===== src/rtl/q2a03_oam_dma_if.sv =====
// CPU-side and DMA-side bus signals of the 2A03 OAM DMA unit.
// The slave modport is the DMA block; the master modport is the core and bus mux side.
interface q2a03_oam_dma_if;
  localparam int unsigned AW = 16;
  localparam int unsigned DW = 8;

  logic          G_phy2;
  logic [AW-1:0] cpu_addr;
  logic [DW-1:0] cpu_wr_data;
  logic          cpu_rdwr;
  logic [DW-1:0] G_rd_data;
  logic          G_ready;
  logic          dma_active;
  logic [AW-1:0] dma_addr;
  logic [DW-1:0] dma_wr_data;
  logic          dma_rdwr;

  modport master (
    output G_phy2, cpu_addr, cpu_wr_data, cpu_rdwr, G_rd_data,
    input  G_ready, dma_active, dma_addr, dma_wr_data, dma_rdwr
  );

  modport slave (
    input  G_phy2, cpu_addr, cpu_wr_data, cpu_rdwr, G_rd_data,
    output G_ready, dma_active, dma_addr, dma_wr_data, dma_rdwr
  );
endinterface


===== src/rtl/q2a03_oam_dma.sv =====
// 2A03 sprite DMA: a write to $4014 stalls the CPU and copies page XX00-XXFF to $2004,
// with each read placed on a get cycle and each write on the following put cycle.
module q2a03_oam_dma (
  input  logic               G_clock,
  input  logic               G_reset,
  q2a03_oam_dma_if.slave     bus
);

  localparam int unsigned AW = 16;
  localparam int unsigned DW = 8;
  localparam logic [AW-1:0] DMA_REG_ADDR = 16'h4014;
  localparam logic [AW-1:0] OAM_DATA_ADDR = 16'h2004;
  localparam logic [DW-1:0] LAST_INDEX = 8'hff;

  typedef enum logic [2:0] {
    S_IDLE,
    S_HALT,
    S_ALIGN,
    S_READ,
    S_WRITE
  } state_e;

  state_e        state_q, state_d;
  logic          parity_q, parity_d;
  logic          phy2_q;
  logic [DW-1:0] page_q, page_d;
  logic [DW-1:0] index_q, index_d;
  logic [DW-1:0] data_q, data_d;
  logic          ready_q, ready_d;
  logic          active_q, active_d;
  logic [AW-1:0] addr_q, addr_d;
  logic [DW-1:0] wdata_q, wdata_d;
  logic          rdwr_q, rdwr_d;
  logic          cyc_end;

  assign cyc_end = phy2_q & ~bus.G_phy2;

  // Phase-2 edge detector runs every clock; everything else advances only at bus-cycle end.
  always_ff @(posedge G_clock or posedge G_reset) begin
    if (G_reset) begin
      phy2_q <= 1'b0;
    end else begin
      phy2_q <= bus.G_phy2;
    end
  end

  always_ff @(posedge G_clock or posedge G_reset) begin
    if (G_reset) begin
      state_q  <= S_IDLE;
      parity_q <= 1'b0;
      page_q   <= '0;
      index_q  <= '0;
      data_q   <= '0;
      ready_q  <= 1'b1;
      active_q <= 1'b0;
      addr_q   <= '0;
      wdata_q  <= '0;
      rdwr_q   <= 1'b1;
    end else if (cyc_end) begin
      state_q  <= state_d;
      parity_q <= parity_d;
      page_q   <= page_d;
      index_q  <= index_d;
      data_q   <= data_d;
      ready_q  <= ready_d;
      active_q <= active_d;
      addr_q   <= addr_d;
      wdata_q  <= wdata_d;
      rdwr_q   <= rdwr_d;
    end
  end

  always_comb begin
    state_d  = state_q;
    parity_d = ~parity_q;
    page_d   = page_q;
    index_d  = index_q;
    data_d   = data_q;

    unique case (state_q)
      S_IDLE: begin
        if (bus.cpu_addr == DMA_REG_ADDR && !bus.cpu_rdwr) begin
          page_d  = bus.cpu_wr_data;
          index_d = '0;
          state_d = S_HALT;
        end
      end
      S_HALT: begin
        // The core only stalls on a read; an odd ending cycle means the next one is a get.
        if (bus.cpu_rdwr) begin
          state_d = parity_q ? S_READ : S_ALIGN;
        end
      end
      S_ALIGN: begin
        state_d = S_READ;
      end
      S_READ: begin
        data_d  = bus.G_rd_data;
        state_d = S_WRITE;
      end
      S_WRITE: begin
        index_d = index_q + DW'(1);
        state_d = (index_q == LAST_INDEX) ? S_IDLE : S_READ;
      end
      default: begin
        state_d = S_IDLE;
      end
    endcase

    // Outputs are decoded from the next state so they register alongside it.
    ready_d  = (state_d == S_IDLE);
    active_d = (state_d == S_READ) || (state_d == S_WRITE);
    rdwr_d   = (state_d != S_WRITE);
    addr_d   = addr_q;
    wdata_d  = wdata_q;
    if (state_d == S_READ) begin
      addr_d = {page_d, index_d};
    end else if (state_d == S_WRITE) begin
      addr_d  = OAM_DATA_ADDR;
      wdata_d = data_d;
    end
  end

  assign bus.G_ready     = ready_q;
  assign bus.dma_active  = active_q;
  assign bus.dma_addr    = addr_q;
  assign bus.dma_wr_data = wdata_q;
  assign bus.dma_rdwr    = rdwr_q;

endmodule


===== src/flat_wrapper.sv =====
// flat-port wrapper written by rule: the top's interface ports become plain ports
module q2a03_oam_dma_flat 
  (G_clock, G_reset, bus_G_phy2, bus_cpu_addr, bus_cpu_wr_data, bus_cpu_rdwr, bus_G_rd_data, bus_G_ready, bus_dma_active, bus_dma_addr, bus_dma_wr_data, bus_dma_rdwr);
  q2a03_oam_dma_if bus_i ();
  input  logic G_clock;
  input  logic G_reset;
  input wire logic [$bits(bus_i.G_phy2)-1:0] bus_G_phy2;
  input wire logic [$bits(bus_i.cpu_addr)-1:0] bus_cpu_addr;
  input wire logic [$bits(bus_i.cpu_wr_data)-1:0] bus_cpu_wr_data;
  input wire logic [$bits(bus_i.cpu_rdwr)-1:0] bus_cpu_rdwr;
  input wire logic [$bits(bus_i.G_rd_data)-1:0] bus_G_rd_data;
  output wire logic [$bits(bus_i.G_ready)-1:0] bus_G_ready;
  output wire logic [$bits(bus_i.dma_active)-1:0] bus_dma_active;
  output wire logic [$bits(bus_i.dma_addr)-1:0] bus_dma_addr;
  output wire logic [$bits(bus_i.dma_wr_data)-1:0] bus_dma_wr_data;
  output wire logic [$bits(bus_i.dma_rdwr)-1:0] bus_dma_rdwr;
  assign bus_i.G_phy2 = bus_G_phy2;
  assign bus_i.cpu_addr = bus_cpu_addr;
  assign bus_i.cpu_wr_data = bus_cpu_wr_data;
  assign bus_i.cpu_rdwr = bus_cpu_rdwr;
  assign bus_i.G_rd_data = bus_G_rd_data;
  assign bus_G_ready = bus_i.G_ready;
  assign bus_dma_active = bus_i.dma_active;
  assign bus_dma_addr = bus_i.dma_addr;
  assign bus_dma_wr_data = bus_i.dma_wr_data;
  assign bus_dma_rdwr = bus_i.dma_rdwr;
  q2a03_oam_dma u_core (.G_clock(G_clock), .G_reset(G_reset), .bus(bus_i));
endmodule

===== config.mk =====
export PLATFORM = sky130hd
export DESIGN_NAME = q2a03_oam_dma_flat
export DESIGN_NICKNAME = d
export VERILOG_FILES = /design/src/rtl/q2a03_oam_dma_if.sv /design/src/rtl/q2a03_oam_dma.sv /design/src/flat_wrapper.sv
export SDC_FILE = /design/constraint.sdc
export NUM_CORES = 1
export LEC_CHECK = 0
export CAP_MARGIN = 20
export CORE_AREA = 2 2 76 78
export DETAILED_ROUTE_END_ITERATION = 10
export DIE_AREA = 0 0 78 80
export GPL_ROUTABILITY_DRIVEN = 0
export PLACE_DENSITY = 0.79
export SYNTH_ARGS = -nofsm -noshare
export SYNTH_HDL_FRONTEND = slang
export SYNTH_SLANG_ARGS = --single-unit

===== constraint.sdc =====
create_clock -name G_clock -period 1.95 [get_ports G_clock]
set_input_delay 0.4875 -clock G_clock [delete_from_list [all_inputs] [get_ports G_clock]]
set_output_delay 0.4875 -clock G_clock [all_outputs]
set_load 0.1 [all_outputs]

# --- Word-level counts from Yosys, hierarchy flattened ---
# Index checks and enable logic that the tools add are counted.
op_classes:
  bitwise: 4
  reduce_logical: 8
  n_eq_ne: 9
  addsub: 1
  n_mux: 12
ops:
  columns: ["operator", "count"]
  rows:
  - ["16-bit two-way mux", 2]
  - ["8-bit two-way mux", 4]
  - ["16-bit by 15-bit equality test with 1-bit output, second input constant", 1]
  - ["8-bit case mux with 2 select lines", 1]
  - ["3-bit case mux with 5 select lines", 1]
  - ["3-bit by 2-bit equality test with 1-bit output, second input constant", 3]
  - ["8-bit by 1-bit adder with 8-bit output, second input constant", 1]
  - ["8-bit equality test, second input constant", 1]
  - ["3-bit equality test, second input constant", 2]
  - ["3-bit zero test", 2]
  - ["3-bit two-way mux", 2]
  - ["3-bit by 1-bit equality test with 1-bit output, second input constant", 1]
  - ["3-bit != test, second input constant", 1]
  - ["1-bit NOT", 3]
  - ["3-bit AND reduction", 1]
  - ["2-bit two-way mux", 1]
  - ["2-bit AND reduction", 1]
  - ["2-bit nonzero test", 1]
  - ["1-bit AND", 1]
  - ["1-bit logical AND", 1]
  - ["1-bit zero test", 1]
  - ["1-bit logical OR", 1]
  - ["1-bit two-way mux", 1]
totals:
  word_cells: 45
  inputBits: 36
  reg_bits: 56
  output_inout_bits: 27

# --- Depth between registers and ports, before layout ---
logic_depth:
  word_depth: 7
  mapped_depth: 7

# --- Worst setup path after synthesis ---
# OpenSTA, ideal clock, no wires.
synth_path:
  path_kind: "input to register"
  from: "in bus_cpu_addr[6]"
  to: "reg u_core.page_q[0]"
  cell_stages: 6
  slack_ps: -125
  arrival_ps: 1950
  t_required_ps: 1825
  path_cell_list: "nor4b_1 > nand2_1 > or4_1 > buf_2 > nor2_8 > mux2_2"
synth_via:
  elab_chain_cells: 4
synth_lines:
  columns: ["element", "line", "source"]
  rows:
  - ["from (decl)", "flat_wrapper.sv:8", "input wire logic [$bits(bus_i.cpu_addr)-1:0] bus_cpu_addr;"]
  - ["16-bit by 15-bit equality test with 1-bit output", "q2a03_oam_dma.sv:82", "if (bus.cpu_addr == DMA_REG_ADDR && !bus.cpu_rdwr) begin"]
  - ["1-bit logical AND", "q2a03_oam_dma.sv:82", null]
  - ["8-bit two-way mux", "q2a03_oam_dma.sv:82", null]
  - ["8-bit two-way mux", "q2a03_oam_dma.sv:80", "unique case (state_q)"]
  - ["to (signal assigned)", "q2a03_oam_dma.sv:62", "page_q <= page_d;"]
  - ["to (decl)", "q2a03_oam_dma.sv:26", "logic [DW-1:0] page_q, page_d;"]
# No other way between the ends.
# A chain may end at the register's enable or synchronous reset.

# --- Final worst setup path ---
layout_path:
  from: "in bus_cpu_addr[11]"
  to: "reg u_core.page_q[5]"
# Same word-level chain as after synthesis.

==> results.yml <==
run_status:
  status: "complete, no violations"
timing:
  setup_viol: 0
  tightest_slew_ns: 0.4033
  rsz0062_at_grt: "true"
  hold_viol: 0
  fmax_mhz: 514.5
  maxSlewHeadroom: 0.7301
  fin_crit_ns: 1.944
  setup_tns_ns: 0
  slew_viol_final: 0
  min_period_over_period: 0.9967
  skew_ns: 0.003776
floorplanning:
  std_cell_rows: 27
  design.core.area_um2: 5405
  die_h_um: 80
  die_area_um2: 6240
  die_w_um: 78
  start_util: 0.4201
  ioPinCount: 63
final_layout:
  drive_gt1_frac: 0.3042
  post-route-util: 0.6731
  syn_to_final_growth_pct: 60.22
  stdcell_count: 404
  n_antenna_cell: 0
  fillers: 411
  final_nets: 368
global_route:
  grt_first_pass_wirelength_um: 10710
  antenna_found_initial: 0
  grt_pass1_vias: 2288
  grtUsageTotal: 0.2170
  grt-ovfl-total: 0
  grt_max_degree: 20
yosys:
  syn-mean-instance-area_um2: 9.307
  syn_inst: 244
  yosys_warnings: 0
  ys_ff_latch: 48
  synth.distinct_cells: 38
  syn-num-nets: 281
  ys_seq_area_frac: 0.5300
  syn_area_um2: 2271
clock_network:
  cts_tree: "yes"
  cts_buffers: 5
  clkLatencyLatePin_ns: 0.30
  htree_levels: 2
  clockBufferDepth: 2
  cts.sinks: 48
  clkTransAtPathRegs_ns: 0.09
  cts-root-buf: "clkbuf_8"
detailed_routing:
  vias: 2195
  wl_met2_um: 3136
  finalWirelength_um: 6272
  top_layer: "met4"
  avgRoutedWirePerCell_um: 15.52
  drt_iter0_drc: 164
  dr.pass1.iters: 5
  viasPerCell: 5.433
  drc: 0
  ant_nets: 0
  wl_met3_um: 392
  routedLengthMet1_um: 2614
critical_path:
  slowest_delay_ns: 0.59
  critical_path_class: "in2reg"
  cp_data_arrival_time_ns: 2.14
  crit_buf_inv: 1
  critPathSlowestCell: "or4_4"
  critical_path.max_fanout: 8
  startpoint_type: "input pin"
  cp_data_required_time_ns: 2.14
  endpoint_kind: "flop"
  path_cells: "buf_6 -> nor4b_4 -> nand2_2 -> or4_4 -> nor2_8 -> mux2_4"
  crit_family: "simple AND/OR/NAND/NOR gates"
power_and_ir_drop:
  p_sw_uw: 3161
  combPwrFrac: 0.628
  leakage_uw: 0.001697
  power.share.clock: 0.102
  p_per_area_nw_per_um2: 1699
  p_total_uw: 6182
  irDropWorstVdd_v: 0.001309
  pwr-share-seq: 0.270
  swShare: 0.5114
  p_int_uw: 3020
placed_design:
  dp.cells: 391
  port_buffers: 62
  hpwl_um: 4356
worst_hold_path:
  holdCritPathClass: "in2async"
job:
  maxCapViolCount: 0
[per-stage QoR]
step | hold WS [ns] | area (um2) | setup slack (ns)
final | 0.4712 | 3638 | 0.006418
after global routing | 0.4970 | 3638 | -0.04631
after CTS | 0.4739 | 3627 | 0.005512
after detailed placement | 0.4858 | 3456 | -0.7061
after global placement | 0.4809 | 3456 | -0.6616
after floorplan | 0.4598 | 2290 | -0.1088
[worst paths after layout]
kind | from | endpoint | slack [ns] | cells past startpoint
min | G_reset | u_core.bus.dma_addr[13]$_DFFE_PP0P_ | 0.47 | 2
max in group asynchronous | G_reset | u_core.index_q[0]$_DFFE_PP0P_ | 1.05 | 3
max | bus_cpu_addr[11] | u_core.page_q[5]$_DFFE_PP0P_ | 0.006 | 6
max reg2reg | u_core.state_q[1]$_DFFE_PP0P_ | u_core.page_q[5]$_DFFE_PP0P_ | 0.006 | 4
min reg2reg | u_core.parity_q$_DFFE_PP0P_ | u_core.parity_q$_DFFE_PP0P_ | 0.50 | 1
min in group G_clock | u_core.parity_q$_DFFE_PP0P_ | u_core.parity_q$_DFFE_PP0P_ | 0.50 | 1
[cells in the final DEF, fill, tap and decap left out, types with 2 or more instances in the layout]
master and count:
nand2b_1 2, nand2_1 37, buf_6 2, inv_1 4, nor2b_1 3, nor3_1 6, nor2_1 20, buf_4 28
dfstp_2 2, nand4_1 4, clkdlybuf4s50_1 18, nand3_1 10, nor4b_4 3, buf_12 31, o21ai_0 15, a211oi_1 3
mux2_4 8, clkbuf_8 6, dlymetal6s2s_1 2, and3_1 4, o21a_1 2, dfrtp_1 46, clkdlybuf4s15_1 3, clkbuf_2 7
a21oi_1 31, a31oi_1 5, or3_1 3, dlygate4sd2_1 2
[kinds of logic after synthesis]
family | share of synthesized area
and+or+nand+nor | 0.2193
xor gates and xnor gates | 0.007715
buffers and inverters | 0.03526
AOI/OAI and AO/OA | 0.1581
adders and majority gates | 0.005509
DFF | 0.5300
muxes | 0.04408
[cell usage after synthesis]
cell | number | area, um2
a211oi_1 | 3 | 22.52
a21boi_0 | 1 | 7.510
a21o_1 | 1 | 7.510
a21oi_1 | 31 | 155.2
a2bb2oi_2 | 1 | 15.01
a31o_2 | 1 | 8.760
a31oi_1 | 5 | 31.28
and3_1 | 4 | 25.02
buf_2 | 7 | 35.03
clkbuf_1 | 7 | 26.28
dfrtp_1 | 46 | 1151
dfstp_2 | 2 | 52.55
ha_1 | 1 | 12.51
inv_1 | 5 | 18.77
mux2_2 | 8 | 90.09
mux2i_1 | 1 | 10.01
nand2_1 | 38 | 142.6
nand2b_1 | 2 | 12.51
nand3_1 | 11 | 55.05
nand4_1 | 4 | 25.02
nor2_1 | 21 | 78.83
nor2_8 | 1 | 20.02
nor2b_1 | 3 | 18.77
nor3_1 | 7 | 35.03
nor3b_1 | 1 | 7.510
nor3b_2 | 1 | 12.51
nor4b_1 | 3 | 26.28
o211ai_1 | 1 | 7.510
o21a_1 | 2 | 15.01
o21ai_0 | 15 | 75.07
o21ai_1 | 1 | 5.000
o2bb2ai_1 | 1 | 8.760
or2_1 | 1 | 6.260
or2_2 | 1 | 6.260
or3_1 | 3 | 18.77
or4_1 | 1 | 7.510
xnor2_1 | 1 | 8.760
xor2_1 | 1 | 8.760
[cell type report]
type                            count  area (um2)  share of cell area
Sequential cell                    48        1204              0.3308
Timing Repair Buffer               94        1146              0.3150
Multi-Input combinational cell    177        1084              0.2978
Tap cell                           72       90.09             0.02476
Clock buffer                        6       82.58             0.02270
Inverter                            5       18.77            0.005158
Clock inverter                      2       13.76            0.003783
[power by group through the flow]
| stage | Clock, uW | Combinational (uW) | Sequential, uW |
|---|---|---|---|
| floorplan | 0 | 677 | 3270 |
| global placement | 0 | 3820 | 1670 |
| detailed placement | 0 | 3870 | 1680 |
| finish | 630 | 3880 | 1670 |
| global route | 675 | 4050 | 1710 |
| CTS | 646 | 3880 | 1670 |
[flip-flops by register name (all words and copies together), names as in the netlist]
name,cells
u_core.bus.dma_addr,16
u_core.index_q,8
u_core.bus.G_ready,1
u_core.state_q,3
u_core.bus.dma_wr_data,8
u_core.bus.dma_active,1
u_core.parity_q,1
u_core.phy2_q,1
u_core.bus.dma_rdwr,1
u_core.page_q,8
[repair_timing]
item | in CTS | in global routing
pin swaps | 8 | 11
hold buffers | 0 | 0
resized for setup | 41 | 22
setup buffers | 5 | 0
setup endpoints to repair | 23 | 14
[metal layers]
metal  GRT usage  up-vias
li1            -     1024
met1      0.2710     1056
met2      0.3784       98
met3     0.03733       17
met4     0.07895        0
met5           0        -
Power figures use the tool's default switching activity.
